--- src/rtl/m3_step_rate_ctrl.sv ---
// Commutation step sequencer with ramped step period and power level.
// Drives step index, step strobe, period and power to the PWM path.
module m3_step_rate_ctrl #(
  parameter int PERIOD_W    = 22,
  parameter int PERIOD_MAX  = 4000000,
  parameter int PERIOD_MIN  = 40,
  parameter int RAMP_SHIFT  = 4,
  parameter int STEPS       = 12,
  parameter int STEP_W      = 4,
  parameter int POWER_W     = 8,
  parameter int POWER_MAX   = 255,
  parameter int POWER_INIT  = 64,
  parameter int POWER_DELTA = 8
) (
  input  logic                clkI,
  input  logic                rstI,
  input  logic                m3startI,
  input  logic                m3forceStopI,
  input  logic                m3invRotateI,
  input  logic                m3freqINCi,
  input  logic                m3freqDECi,
  input  logic                m3powerINCi,
  input  logic                m3powerDECi,
  output logic [STEP_W-1:0]   stepO,
  output logic                stepValidO,
  output logic                runO,
  output logic [PERIOD_W-1:0] periodO,
  output logic [POWER_W-1:0]  powerO
);

  typedef enum logic [1:0] {
    IDLE,
    RUN,
    STOPPING
  } state_e;

  localparam logic [PERIOD_W-1:0] PMAX =
    PERIOD_W'(PERIOD_MAX);
  localparam logic [PERIOD_W-1:0] PMIN =
    PERIOD_W'(PERIOD_MIN);
  localparam logic [PERIOD_W:0] PMAX_X =
    (PERIOD_W+1)'(PERIOD_MAX);
  localparam logic [PERIOD_W:0] PMIN_X =
    (PERIOD_W+1)'(PERIOD_MIN);
  localparam logic [POWER_W-1:0] WMAX =
    POWER_W'(POWER_MAX);
  localparam logic [POWER_W-1:0] WINIT =
    POWER_W'(POWER_INIT);
  localparam logic [POWER_W-1:0] WDELTA =
    POWER_W'(POWER_DELTA);
  localparam logic [POWER_W:0] WMAX_X =
    (POWER_W+1)'(POWER_MAX);
  localparam logic [STEP_W-1:0] SLAST =
    STEP_W'(STEPS-1);

  state_e              state_q, state_d;
  logic [STEP_W-1:0]   step_q, step_d;
  logic                valid_q, valid_d;
  logic [PERIOD_W-1:0] period_q, period_d;
  logic [PERIOD_W-1:0] remain_q, remain_d;
  logic [POWER_W-1:0]  power_q, power_d;
  logic                done_q, done_d;

  logic [PERIOD_W-1:0] delta;
  logic [PERIOD_W:0]   p_up, p_lo;
  logic [PERIOD_W-1:0] p_slow, p_fast;
  logic [POWER_W:0]    w_up;
  logic [POWER_W-1:0]  w_inc, w_dec;
  logic [STEP_W-1:0]   s_fwd, s_rev;
  logic                tick, idle_go;

  always_comb begin
    delta = period_q >> RAMP_SHIFT;
    if (delta == '0) delta = PERIOD_W'(1);
    p_up = {1'b0, period_q} + {1'b0, delta};
    p_lo = PMIN_X + {1'b0, delta};
    p_slow = (p_up > PMAX_X) ? PMAX
           : p_up[PERIOD_W-1:0];
    p_fast = ({1'b0, period_q} < p_lo) ? PMIN
           : period_q - delta;
    w_up = {1'b0, power_q} + {1'b0, WDELTA};
    w_inc = (w_up > WMAX_X) ? WMAX
          : w_up[POWER_W-1:0];
    w_dec = (power_q < WDELTA) ? '0
          : power_q - WDELTA;
    s_fwd = (step_q == SLAST) ? '0
          : step_q + STEP_W'(1);
    s_rev = (step_q == '0) ? SLAST
          : step_q - STEP_W'(1);
  end

  assign tick = (remain_q == PERIOD_W'(1));
  assign idle_go = m3forceStopI ||
    (state_q == STOPPING && done_q);

  always_comb begin
    state_d  = state_q;
    step_d   = step_q;
    valid_d  = 1'b0;
    period_d = period_q;
    remain_d = remain_q;
    power_d  = power_q;
    done_d   = 1'b0;
    unique case (state_q)
      IDLE: begin
        if (m3startI) begin
          state_d  = RUN;
          step_d   = '0;
          valid_d  = 1'b1;
          remain_d = period_q;
          power_d  = WINIT;
        end
      end
      RUN, STOPPING: begin
        remain_d = remain_q - PERIOD_W'(1);
        if (tick) begin
          step_d   = m3invRotateI ? s_rev : s_fwd;
          valid_d  = 1'b1;
          remain_d = period_q;
        end
        if (m3powerINCi && !m3powerDECi)
          power_d = w_inc;
        else if (m3powerDECi && !m3powerINCi)
          power_d = w_dec;
        if (state_q == RUN) begin
          if (m3freqINCi && !m3freqDECi)
            period_d = p_fast;
          else if (m3freqDECi && !m3freqINCi)
            period_d = p_slow;
          if (!m3startI) state_d = STOPPING;
        end else begin
          // decel: stretch period at each advance
          if (tick) begin
            period_d = p_slow;
            remain_d = p_slow;
            done_d   = (period_q == PMAX);
          end
          if (m3startI) state_d = RUN;
        end
      end
      default: state_d = IDLE;
    endcase
    if (idle_go) begin
      state_d  = IDLE;
      step_d   = '0;
      valid_d  = 1'b0;
      period_d = PMAX;
      remain_d = PMAX;
      power_d  = '0;
      done_d   = 1'b0;
    end
  end

  always_ff @(posedge clkI) begin
    if (rstI) begin
      state_q  <= IDLE;
      step_q   <= '0;
      valid_q  <= 1'b0;
      period_q <= PMAX;
      remain_q <= PMAX;
      power_q  <= '0;
      done_q   <= 1'b0;
    end else begin
      state_q  <= state_d;
      step_q   <= step_d;
      valid_q  <= valid_d;
      period_q <= period_d;
      remain_q <= remain_d;
      power_q  <= power_d;
      done_q   <= done_d;
    end
  end

  assign stepO      = step_q;
  assign stepValidO = valid_q;
  assign runO       = (state_q != IDLE);
  assign periodO    = period_q;
  assign powerO     = power_q;

endmodule

--- config.mk ---
export PLATFORM = sky130hd
export DESIGN_NAME = m3_step_rate_ctrl
export DESIGN_NICKNAME = d
export VERILOG_FILES = /design/src/rtl/m3_step_rate_ctrl.sv
export SDC_FILE = /design/constraint.sdc
export NUM_CORES = 1
export LEC_CHECK = 0
export CAP_MARGIN = 25
export CORE_MARGIN = 1
export CORE_UTILIZATION = 30
export CTS_BUF_LIST = sky130_fd_sc_hd__clkbuf_8
export CTS_CLUSTER_SIZE = 24
export DETAILED_ROUTE_END_ITERATION = 12
export PLACE_DENSITY = 0.56
export SLEW_MARGIN = 20
export SYNTH_ARGS = -nofsm -noshare
export SYNTH_HDL_FRONTEND = slang
export SYNTH_SLANG_ARGS = --single-unit
--- constraint.sdc ---
create_clock -name clkI -period 4.5 [get_ports clkI]
set_clock_uncertainty 0.1 [all_clocks]
set_input_delay 0.9 -clock clkI [delete_from_list [all_inputs] [get_ports clkI]]
set_output_delay 0.9 -clock clkI [all_outputs]
set_load 0.05 [all_outputs]
==> results of run 1 <==
repair_timing:
item                       4_1_cts  5_1_grt
setup endpoints to repair        0       39
resized for setup                0       15
setup buffers                    0        2
area by class of cell:
| class | instances | area (sq um) | area share (%) |
|---|---|---|---|
| multi-input cells | 802 | 5300 | 65.0 |
| clock inverters | 7 | 61.3 | 0.752 |
| inverters | 57 | 214 | 2.62 |
| flip-flops and latches | 58 | 1170 | 14.4 |
| clock buffers | 9 | 124 | 1.52 |
| well taps | 285 | 357 | 4.37 |
| repair buffers | 104 | 923 | 11.3 |
final timing paths:
check | endpoint | cells past startpoint | slack (ns) | from
min reg2reg | remain_q[4] | 2 | 0.41 | remain_q[4]
max | periodO[18] | 17 | 0.24 | periodO[9]
max reg2reg | periodO[18] | 17 | 0.24 | periodO[9]
min | remain_q[4] | 2 | 0.41 | remain_q[4]
critical path, delay by kind of cell, from the launching register on:
kind	cells	cell delay (ns)
AOI/OAI and AO/OA	7	1.56
DFF	1	0.32
adders and majority gates	2	0.40
and+or+nand+nor	5	1.23
buffers and inverters	2	0.36
xor gates and xnor gates	1	0.18
cells in the final DEF, fill, tap and decap left out, types with 4 or more instances in the layout:
master                            count
sky130_fd_sc_hd__xnor2_1             43
sky130_fd_sc_hd__nand3_1             30
sky130_fd_sc_hd__clkinv_2             4
sky130_fd_sc_hd__a31oi_1             12
sky130_fd_sc_hd__o21ai_0             75
sky130_fd_sc_hd__dfxtp_1             47
sky130_fd_sc_hd__a21o_1              14
sky130_fd_sc_hd__a211o_1              6
sky130_fd_sc_hd__a211oi_1             8
sky130_fd_sc_hd__ha_1                63
sky130_fd_sc_hd__a32oi_1              5
sky130_fd_sc_hd__o32ai_1              4
sky130_fd_sc_hd__dfxtp_2             11
sky130_fd_sc_hd__nor2_1              85
sky130_fd_sc_hd__inv_1               54
sky130_fd_sc_hd__buf_4               57
sky130_fd_sc_hd__clkbuf_8             9
sky130_fd_sc_hd__a21oi_1            113
sky130_fd_sc_hd__a22oi_1              7
sky130_fd_sc_hd__o21a_1              10
sky130_fd_sc_hd__nor3_1              29
sky130_fd_sc_hd__clkdlybuf4s50_1     44
sky130_fd_sc_hd__nor3b_1              5
sky130_fd_sc_hd__and2_1               6
sky130_fd_sc_hd__nor2b_1              7
sky130_fd_sc_hd__o2111ai_1           16
sky130_fd_sc_hd__a221oi_1             4
sky130_fd_sc_hd__nand2b_1            15
sky130_fd_sc_hd__or3_1               12
sky130_fd_sc_hd__o21ai_1             13
sky130_fd_sc_hd__and3_1              11
sky130_fd_sc_hd__nand2_1             63
sky130_fd_sc_hd__o311a_1              5
sky130_fd_sc_hd__o211a_1              4
sky130_fd_sc_hd__nand4_1             16
sky130_fd_sc_hd__xor2_1               9
sky130_fd_sc_hd__o21bai_1             9
sky130_fd_sc_hd__o31ai_1              7
sky130_fd_sc_hd__o211ai_1            23
sky130_fd_sc_hd__nor4_1              18
flip-flops by register name (all words and copies together), names as in the netlist:
name,count
done_q,1
periodO,22
powerO,6
remain_q,22
state_q,2
stepO,4
stepValidO,1
metal layers:
metal	wire [microns]	vias to the layer above	part of all wire, %
li1	-	3737	-
met1	11500	3676	47
met2	11200	270	45
met3	1480	45	6.0
met4	531	0	2.2
met5	0	-	0
synth_stat cells, types with 8 or more instances:
library cell | instances | area [sq um]
sky130_fd_sc_hd__a21oi_1 | 113 | 566
sky130_fd_sc_hd__nor2_1 | 85 | 319
sky130_fd_sc_hd__o21ai_0 | 75 | 375
sky130_fd_sc_hd__clkbuf_1 | 73 | 274
sky130_fd_sc_hd__ha_1 | 64 | 801
sky130_fd_sc_hd__nand2_1 | 63 | 236
sky130_fd_sc_hd__dfxtp_1 | 58 | 1160
sky130_fd_sc_hd__inv_1 | 53 | 199
sky130_fd_sc_hd__xnor2_1 | 43 | 377
sky130_fd_sc_hd__nand3_1 | 30 | 150
sky130_fd_sc_hd__nor3_1 | 29 | 145
sky130_fd_sc_hd__o211ai_1 | 23 | 173
sky130_fd_sc_hd__nor4_1 | 19 | 119
sky130_fd_sc_hd__nand4_1 | 16 | 100
sky130_fd_sc_hd__o2111ai_1 | 16 | 140
sky130_fd_sc_hd__nand2b_1 | 15 | 93.8
sky130_fd_sc_hd__a21o_1 | 14 | 105
sky130_fd_sc_hd__o21ai_1 | 13 | 65.1
sky130_fd_sc_hd__a31oi_1 | 12 | 75.1
sky130_fd_sc_hd__or3_1 | 12 | 75.1
sky130_fd_sc_hd__and3_1 | 11 | 68.8
sky130_fd_sc_hd__o21a_1 | 10 | 75.1
sky130_fd_sc_hd__o21bai_1 | 10 | 75.1
sky130_fd_sc_hd__a211oi_1 | 9 | 67.6
sky130_fd_sc_hd__nor2b_1 | 9 | 56.3
sky130_fd_sc_hd__xor2_1 | 9 | 78.8
sky130_fd_sc_hd__o31ai_1 | 8 | 60.1
where the power goes:
group          switching, uW  total [uW]  leakage (uW)  internal, uW
sequential              11.0         532      0.000472           521
combinational            159         244       0.00262          84.7
clock                    220         470      0.000100           249
total                    390        1250       0.00319           856
through the flow:
| stage | instance area (sq um) | instances | setup TNS [ns] |
|---|---|---|---|
| final | 8150 | 1322 | 0 |
| after global routing | 8150 | 1322 | -0.0353 |
| after CTS | 8060 | 1320 | 0 |
| after detailed placement | 7880 | 1304 | 0 |
| after global placement | 7880 | 1304 | 0 |
| after floorplan | 7000 | 1006 | 0 |
cells by family after synthesis:
kind of cell	after synthesis	share of synthesized area [%]
simple gates	316	22.4
buf+inv	146	8.33
fa+ha+maj	66	12.0
xor+xnor	52	6.52
flops	58	16.6
compound gates	363	33.3
mux	5	0.753
==> reports/metrics.sh, run 1 <==
CP.REQUIRED_NS=4.64
WIRE_PER_INST_MICRONS=18.6
TIMING.CRITICAL_PATH.FROM_TYPE='register'
CTS_TREE='built'
MET2_GLOBAL_ROUTE_USAGE_PCT=33.5
IOS=45
FILLERINSTANCES=2451
DIE_HEIGHT_MICRONS=155
LAYOUT_MIN_CYCLE_TIME_NS=4.26
NUM_ANTENNA_CELLS=0
ROUTE.VIAS.TOTAL=7728
DRT-INITIAL-DRC-COUNT=733
POWER_DENSITY_nW_PER_UM2=153
ROUTED_WIRELENGTH_MICRONS=24600
CLOCK.FMAX_MHz=235
CLK_PIN_SLEW_WORST_PATHS_NS=0.08
ROUTE.ANTENNA.REMAINING_NETS=0
DIE_W_MICRONS=155
YS_TYPES=75
RUN_STATUS='completed'
GRT_USE_TOTAL_PCT=20.7
CPPEAKSTAGEDELAY_NS=0.53
GRT_FIRST_PASS_WIRELENGTH_MICRONS=39600
ROUTE.DETAILED.VIAS_PER_INST=5.85
BUSIEST_LAYER='met2'
CAP_VIOLATIONS=0
OVERFLOW=0
ANTENNA_FOUND_INITIAL=0
WORST_SKEW_LATE_LATENCY_NS=0.35
SYNTH-SEQ-AREA-SHARE_PCT=16.6
WORST_PATH_MAX_DELAY_CELL='sky130_fd_sc_hd__or4b_4'
SETUP-VIOLATIONS-FINAL=0
TIMING.FINAL.CRIT_SHARE_PCT=94.7
NUM-NETS-FINAL=1107
REMAINING_DESIGN_RULE_VIOLATION_COUNT=0
YS_DOMINANT_REG_CELL='sky130_fd_sc_hd__dfxtp_1'
CP.ARRIVAL_NS=4.41
CORE_SQ_UM=22700
NUMBER_OF_GLOBAL_ROUTE_VIAS_BEFORE_REPAIR=7303
SETUP.WORST_PATH.CLASS='register to register'
AREA_GROWTH_PCT=16.8
NUMBER_OF_ITERATIONS_IN_THE_FIRST_DETAILED_ROUTING_PASS=5
SYNTH_ASYNC_SR_FLOP_SHARE_PCT=0
WORST_IR_DROP_VDD_mV=0.111
CTS.HTREE.LEVELS=3
DPL_WORST_SLACK_NS=0.0824
NUMBER_OF_SYNTHESIZED_FLOPS_WITH_AN_ENABLE_PIN=0
SYNTH_CELLS=1006
HOLD_VIOLATIONS=0
CTS.ROOT.BUFFER_CELL='sky130_fd_sc_hd__clkbuf_8'
WORST_SETUP_PATH_END_KIND='register'
PROPORTION_OF_LAYOUT_CELLS_WITH_A_DRIVE_SUFFIX_ABOVE_1_PCT=10.3
POSTSYNTHNETCOUNT=1081
SETUP_SLACK_NS=0.237
TOTAL_POWER_uW=1250
TIMING.CRITICAL_PATH.CELLS='nor4_2 > nand3_1 > o21bai_2 > ha_2 > fa_1 > nor2b_2 > o211ai_1 > buf_4 > a32oi_1 > a311oi_1 > xor2_1 > a2111oi_1 > or4b_4 > a21oi_4 > buf_8 > nor3_1 > o311a_1'
YS_SEQ_ELEMENTS=58
PLACEMENT.IO_BUFFERS=44
POST_CTS_HOLD_BUFFER_COUNT=0
STARTING_DENSITY_OF_THE_CORE_PCT=30.7
PLACE.GP.CONGESTION=0.897
GRT_START_MAX_NET_PINS=37
FINAL-MAX-SLEW-VIOLATION-COUNT=0
GLOBAL_ROUTE.USAGE.MET1_PCT=28.3
CTS_MAX_PATH_BUFS=2
SYN_AREA_SQ_UM=6980
SYNTH.AVG_CELL_AREA_SQ_UM=6.94
TIGHTESTPINTRANSITION_NS=0.893
CRITPATHMAXFANOUT=16
CTS_BUFFERS=9
STATIC-LEAKAGE-POWER_uW=0.00319
POST_DETAIL_PLACE_HPWL_MICRONS=18600
SLEW_HEADROOM_PCT=40.5
GLOBALROUTEMET3UTIL_PCT=3.17
LAYOUT.CORE_UTILIZATION_PCT=35.9
FLOORPLAN.DIE_AREA_SQ_UM=23900
HOLDWS_NS=0.409
YOSYSWARNINGS=0
CTS_SINKS=58
HP-CLASS='register to register'
FP-ROW-COUNT=55
Note: power is estimated with default switching activity, not from simulation.
==> inputs of run 2 (changes only) <==
- SETUP_SLACK_MARGIN: default -> 0.4
==> run 2 against run 1 <==
  * Final cell count rose by 3.8%
  * Non-clock buffer count up 50
  * Sequential share of layout area decreased by 0.88 points
  * Worst hold slack improved by 0.0084 ns
  * Largest cell class unchanged
==> reports/metrics.sh, run 2 (synthesis results as in run 1) <==
SETUP_SLACK_NS=0.188  # was 0.237 ns
CAP_VIOLATIONS=0  # unchanged
RSZ0062_AT_GRT='yes'
ROUTED_WIRELENGTH_MICRONS=26900  # was 24600 microns
DIE_W_MICRONS=155  # unchanged
CRIT-REG2REG-CAPTURE='done_q'  # was periodO[18]
HOLDWS_NS=0.417  # was 0.409 ns
OVERFLOW=0  # unchanged
SLEW_HEADROOM_PCT=42.8  # was 40.5%
TIGHTESTPINTRANSITION_NS=0.858  # was 0.893 ns
DPL_WORST_SLACK_NS=-0.0192  # was 0.0824 ns
WIRE_PER_INST_MICRONS=19.6  # was 18.6 microns
NUM-NETS-FINAL=1157  # was 1107
POWER_DENSITY_nW_PER_UM2=149  # was 153 nW/um^2
LAYOUT.CELL_AREA.NON_FILLER_SQ_UM=8930  # was 8150 sq um
CTS_BUFFERS=9  # unchanged
LAYOUT.CELLS.MOST_COMMON_LIST='sky130_fd_sc_hd__a21oi_1 (112), sky130_fd_sc_hd__buf_4 (87), sky130_fd_sc_hd__nor2_1 (83)'  # was sky130_fd_sc_hd__a21oi_1 (113), sky130_fd_sc_hd__nor2_1 (85), sky130_fd_sc_hd__o21ai_0 (75)
WORST_SETUP_PATH_END_KIND='register'  # unchanged
NUMBER_OF_ITERATIONS_IN_THE_FIRST_DETAILED_ROUTING_PASS=5  # unchanged
ANTENNA_FOUND_INITIAL=0  # unchanged
DRT-INITIAL-DRC-COUNT=718  # was 733
IOS=45  # unchanged
DIE_HEIGHT_MICRONS=155  # unchanged
FINAL-MAX-SLEW-VIOLATION-COUNT=0  # unchanged
FP-ROW-COUNT=55  # unchanged
TIMING.HOLD.WORST_ENDPOINT='remain_q[4]'  # unchanged
FLOORPLAN.DIE_AREA_SQ_UM=23900  # unchanged
SETUP.WORST_PATH.CLASS='register to register'  # unchanged
WORST_IR_DROP_VDD_mV=0.119  # was 0.111 mV
WORST_PATH_MAX_DELAY_CELL='sky130_fd_sc_hd__dfxtp_4'  # was sky130_fd_sc_hd__or4b_4
CLOCK.FMAX_MHz=232  # was 235 MHz
HP-CLASS='register to register'  # unchanged
CTS.HTREE.LEVELS=3  # unchanged
CP.ARRIVAL_NS=4.48  # was 4.41 ns
CORE_SQ_UM=22700  # unchanged
TIMING.FINAL.CRIT_SHARE_PCT=95.8  # was 94.7%
LAYOUT_MIN_CYCLE_TIME_NS=4.31  # was 4.26 ns
HOLD_DEPTH=2  # unchanged
NUMBER_OF_GLOBAL_ROUTE_VIAS_BEFORE_REPAIR=7600  # was 7303
CRITPATHMAXFANOUT=2  # was 16
STARTING_DENSITY_OF_THE_CORE_PCT=30.7  # unchanged
AREA_GROWTH_PCT=28.0  # was 16.8%
CPPEAKSTAGEDELAY_NS=0.35  # was 0.53 ns
HOLD_VIOLATIONS=0  # unchanged
NUM_ANTENNA_CELLS=0  # unchanged
RUN_STATUS='completed'  # unchanged
PLACEDINSTANCEAREA_SQ_UM=7930  # was 7880 sq um
GRT_FIRST_PASS_WIRELENGTH_MICRONS=41600  # was 39600 microns
CLK_PIN_SLEW_WORST_PATHS_NS=0.08  # about the same
ROUTE.DETAILED.VIAS_PER_INST=5.92  # was 5.85
SETUP-VIOLATIONS-FINAL=0  # unchanged
POWER.SEQUENTIAL.FRACTION_PCT=39.7  # was 42.7%
LAYOUT.CELLS.MOST_COMMON='sky130_fd_sc_hd__a21oi_1'  # unchanged
CTS.ROOT.BUFFER_CELL='sky130_fd_sc_hd__clkbuf_8'  # unchanged
PROPORTION_OF_LAYOUT_CELLS_WITH_A_DRIVE_SUFFIX_ABOVE_1_PCT=18.0  # was 10.3%
GRT_USE_TOTAL_PCT=22.1  # was 20.7%
NETSWITCHINGFRACTION_PCT=31.6  # was 31.3%
TIMING.CRITICAL_PATH.FROM_TYPE='register'  # unchanged
REMAINING_DESIGN_RULE_VIOLATION_COUNT=0  # unchanged
CP_COMMON_CELL='sky130_fd_sc_hd__buf_4'
R2R_START='periodO[9]'  # unchanged
STATIC-LEAKAGE-POWER_uW=0.00350  # was 0.00319 uW
GRT_START_MAX_NET_PINS=27  # was 37
WORST_SKEW_LATE_LATENCY_NS=0.36  # was 0.35 ns
ROUTE.VIAS.TOTAL=8121  # was 7728
SWITCHINGPOWER_uW=419  # was 390 uW
CP.REQUIRED_NS=4.66  # was 4.64 ns
CELLINTERNALPOWER_uW=907  # was 856 uW
PLACEMENT.IO_BUFFERS=44  # unchanged
ROUTE.ANTENNA.REMAINING_NETS=0  # unchanged
HP-START='remain_q[4]'  # unchanged
RR_WORST_DEPTH=30  # was 17
POST_DETAIL_PLACE_HPWL_MICRONS=18700  # was 18600 microns
PLACE.GP.CONGESTION=0.928  # was 0.897
TNS_NS=0  # unchanged
LAYOUT.CORE_UTILIZATION_PCT=39.3  # was 35.9%
WORST-R2R-SETUP-SLACK_NS=0.19  # was 0.24 ns
COMB_POWER_SHARE_PCT=21.2  # was 19.6%
POWER.SHARE.CLOCK_PCT=39.1  # was 37.7%
CTS_SINKS=58  # unchanged
CTS_MAX_PATH_BUFS=2  # unchanged
CTS_TREE='built'  # unchanged
-- run 2: per-layer routing --
layer	wire, microns	share of wire, %	global-route usage, %	vias up
met2	12100	45	36.0	336
li1	-	-	-	3842
met4	849	3.2	8.02	0
met3	1850	6.9	3.28	66
met1	12100	45	29.3	3877
met5	0	0	0	-
-- run 2: cell type report --
type / count / area (sq um)
clock buffer: 11 / 151
clock inverter: 5 / 52.6
fill: 2317 / 13800
inverter: 57 / 214
multi-input combinational: 802 / 5570
sequential: 58 / 1210
tap: 285 / 357
timing repair buffer: 154 / 1380
-- run 2: worst max path at each step --
| stage | start | endpoint | slack [ns] | depth (start not counted) |
|---|---|---|---|---|
| CTS | periodO[9] | remain_q[4] | 0.29 | 17 |
| floorplan | periodO[17] | periodO[16] | 0.35 | 18 |
| global route | periodO[7] | done_q | 0.13 | 30 |
| finish | periodO[9] | done_q | 0.19 | 30 |
| detailed placement | periodO[4] | remain_q[4] | -0.02 | 16 |
| global placement | periodO[4] | periodO[18] | 0.04 | 16 |
-- run 2: critical path: cells and delay by family, from the launching register on --
family	cells	cell delay, ns
DFF	1	0.35
and+or+nand+nor	3	0.61
buffers and inverters	27	3.16
-- run 2: per-stage QoR --
step | power, uW | instances
final | 1330 | 1372
after global placement | 776 | 1304
after CTS | 1310 | 1366
after floorplan | 703 | 1006
after detailed placement | 776 | 1304
after global routing | 1380 | 1372
-- run 2: power groups by stage --
stage	clock, uW	sequential (uW)	combinational, uW
finish	518	526	282
global route	548	528	305
CTS	524	526	262
detailed placement	0	538	238
global placement	0	538	237
floorplan	0	543	159
-- run 2: repair_timing --
item / 4_1_cts / 5_1_grt
cloned: 0 / 1
pin swaps: 32 / 24
setup buffers: 46 / 5
setup endpoints to repair: 39 / 41
hold buffers: 0 / 0
gates resized for setup: 35 / 44
==> inputs of run 3 (changes only) <==
- CAP_MARGIN: 25 -> 20
==> results of run 3 <==
Same layout as run 2: the final DEF is identical, and so are final timing and power.
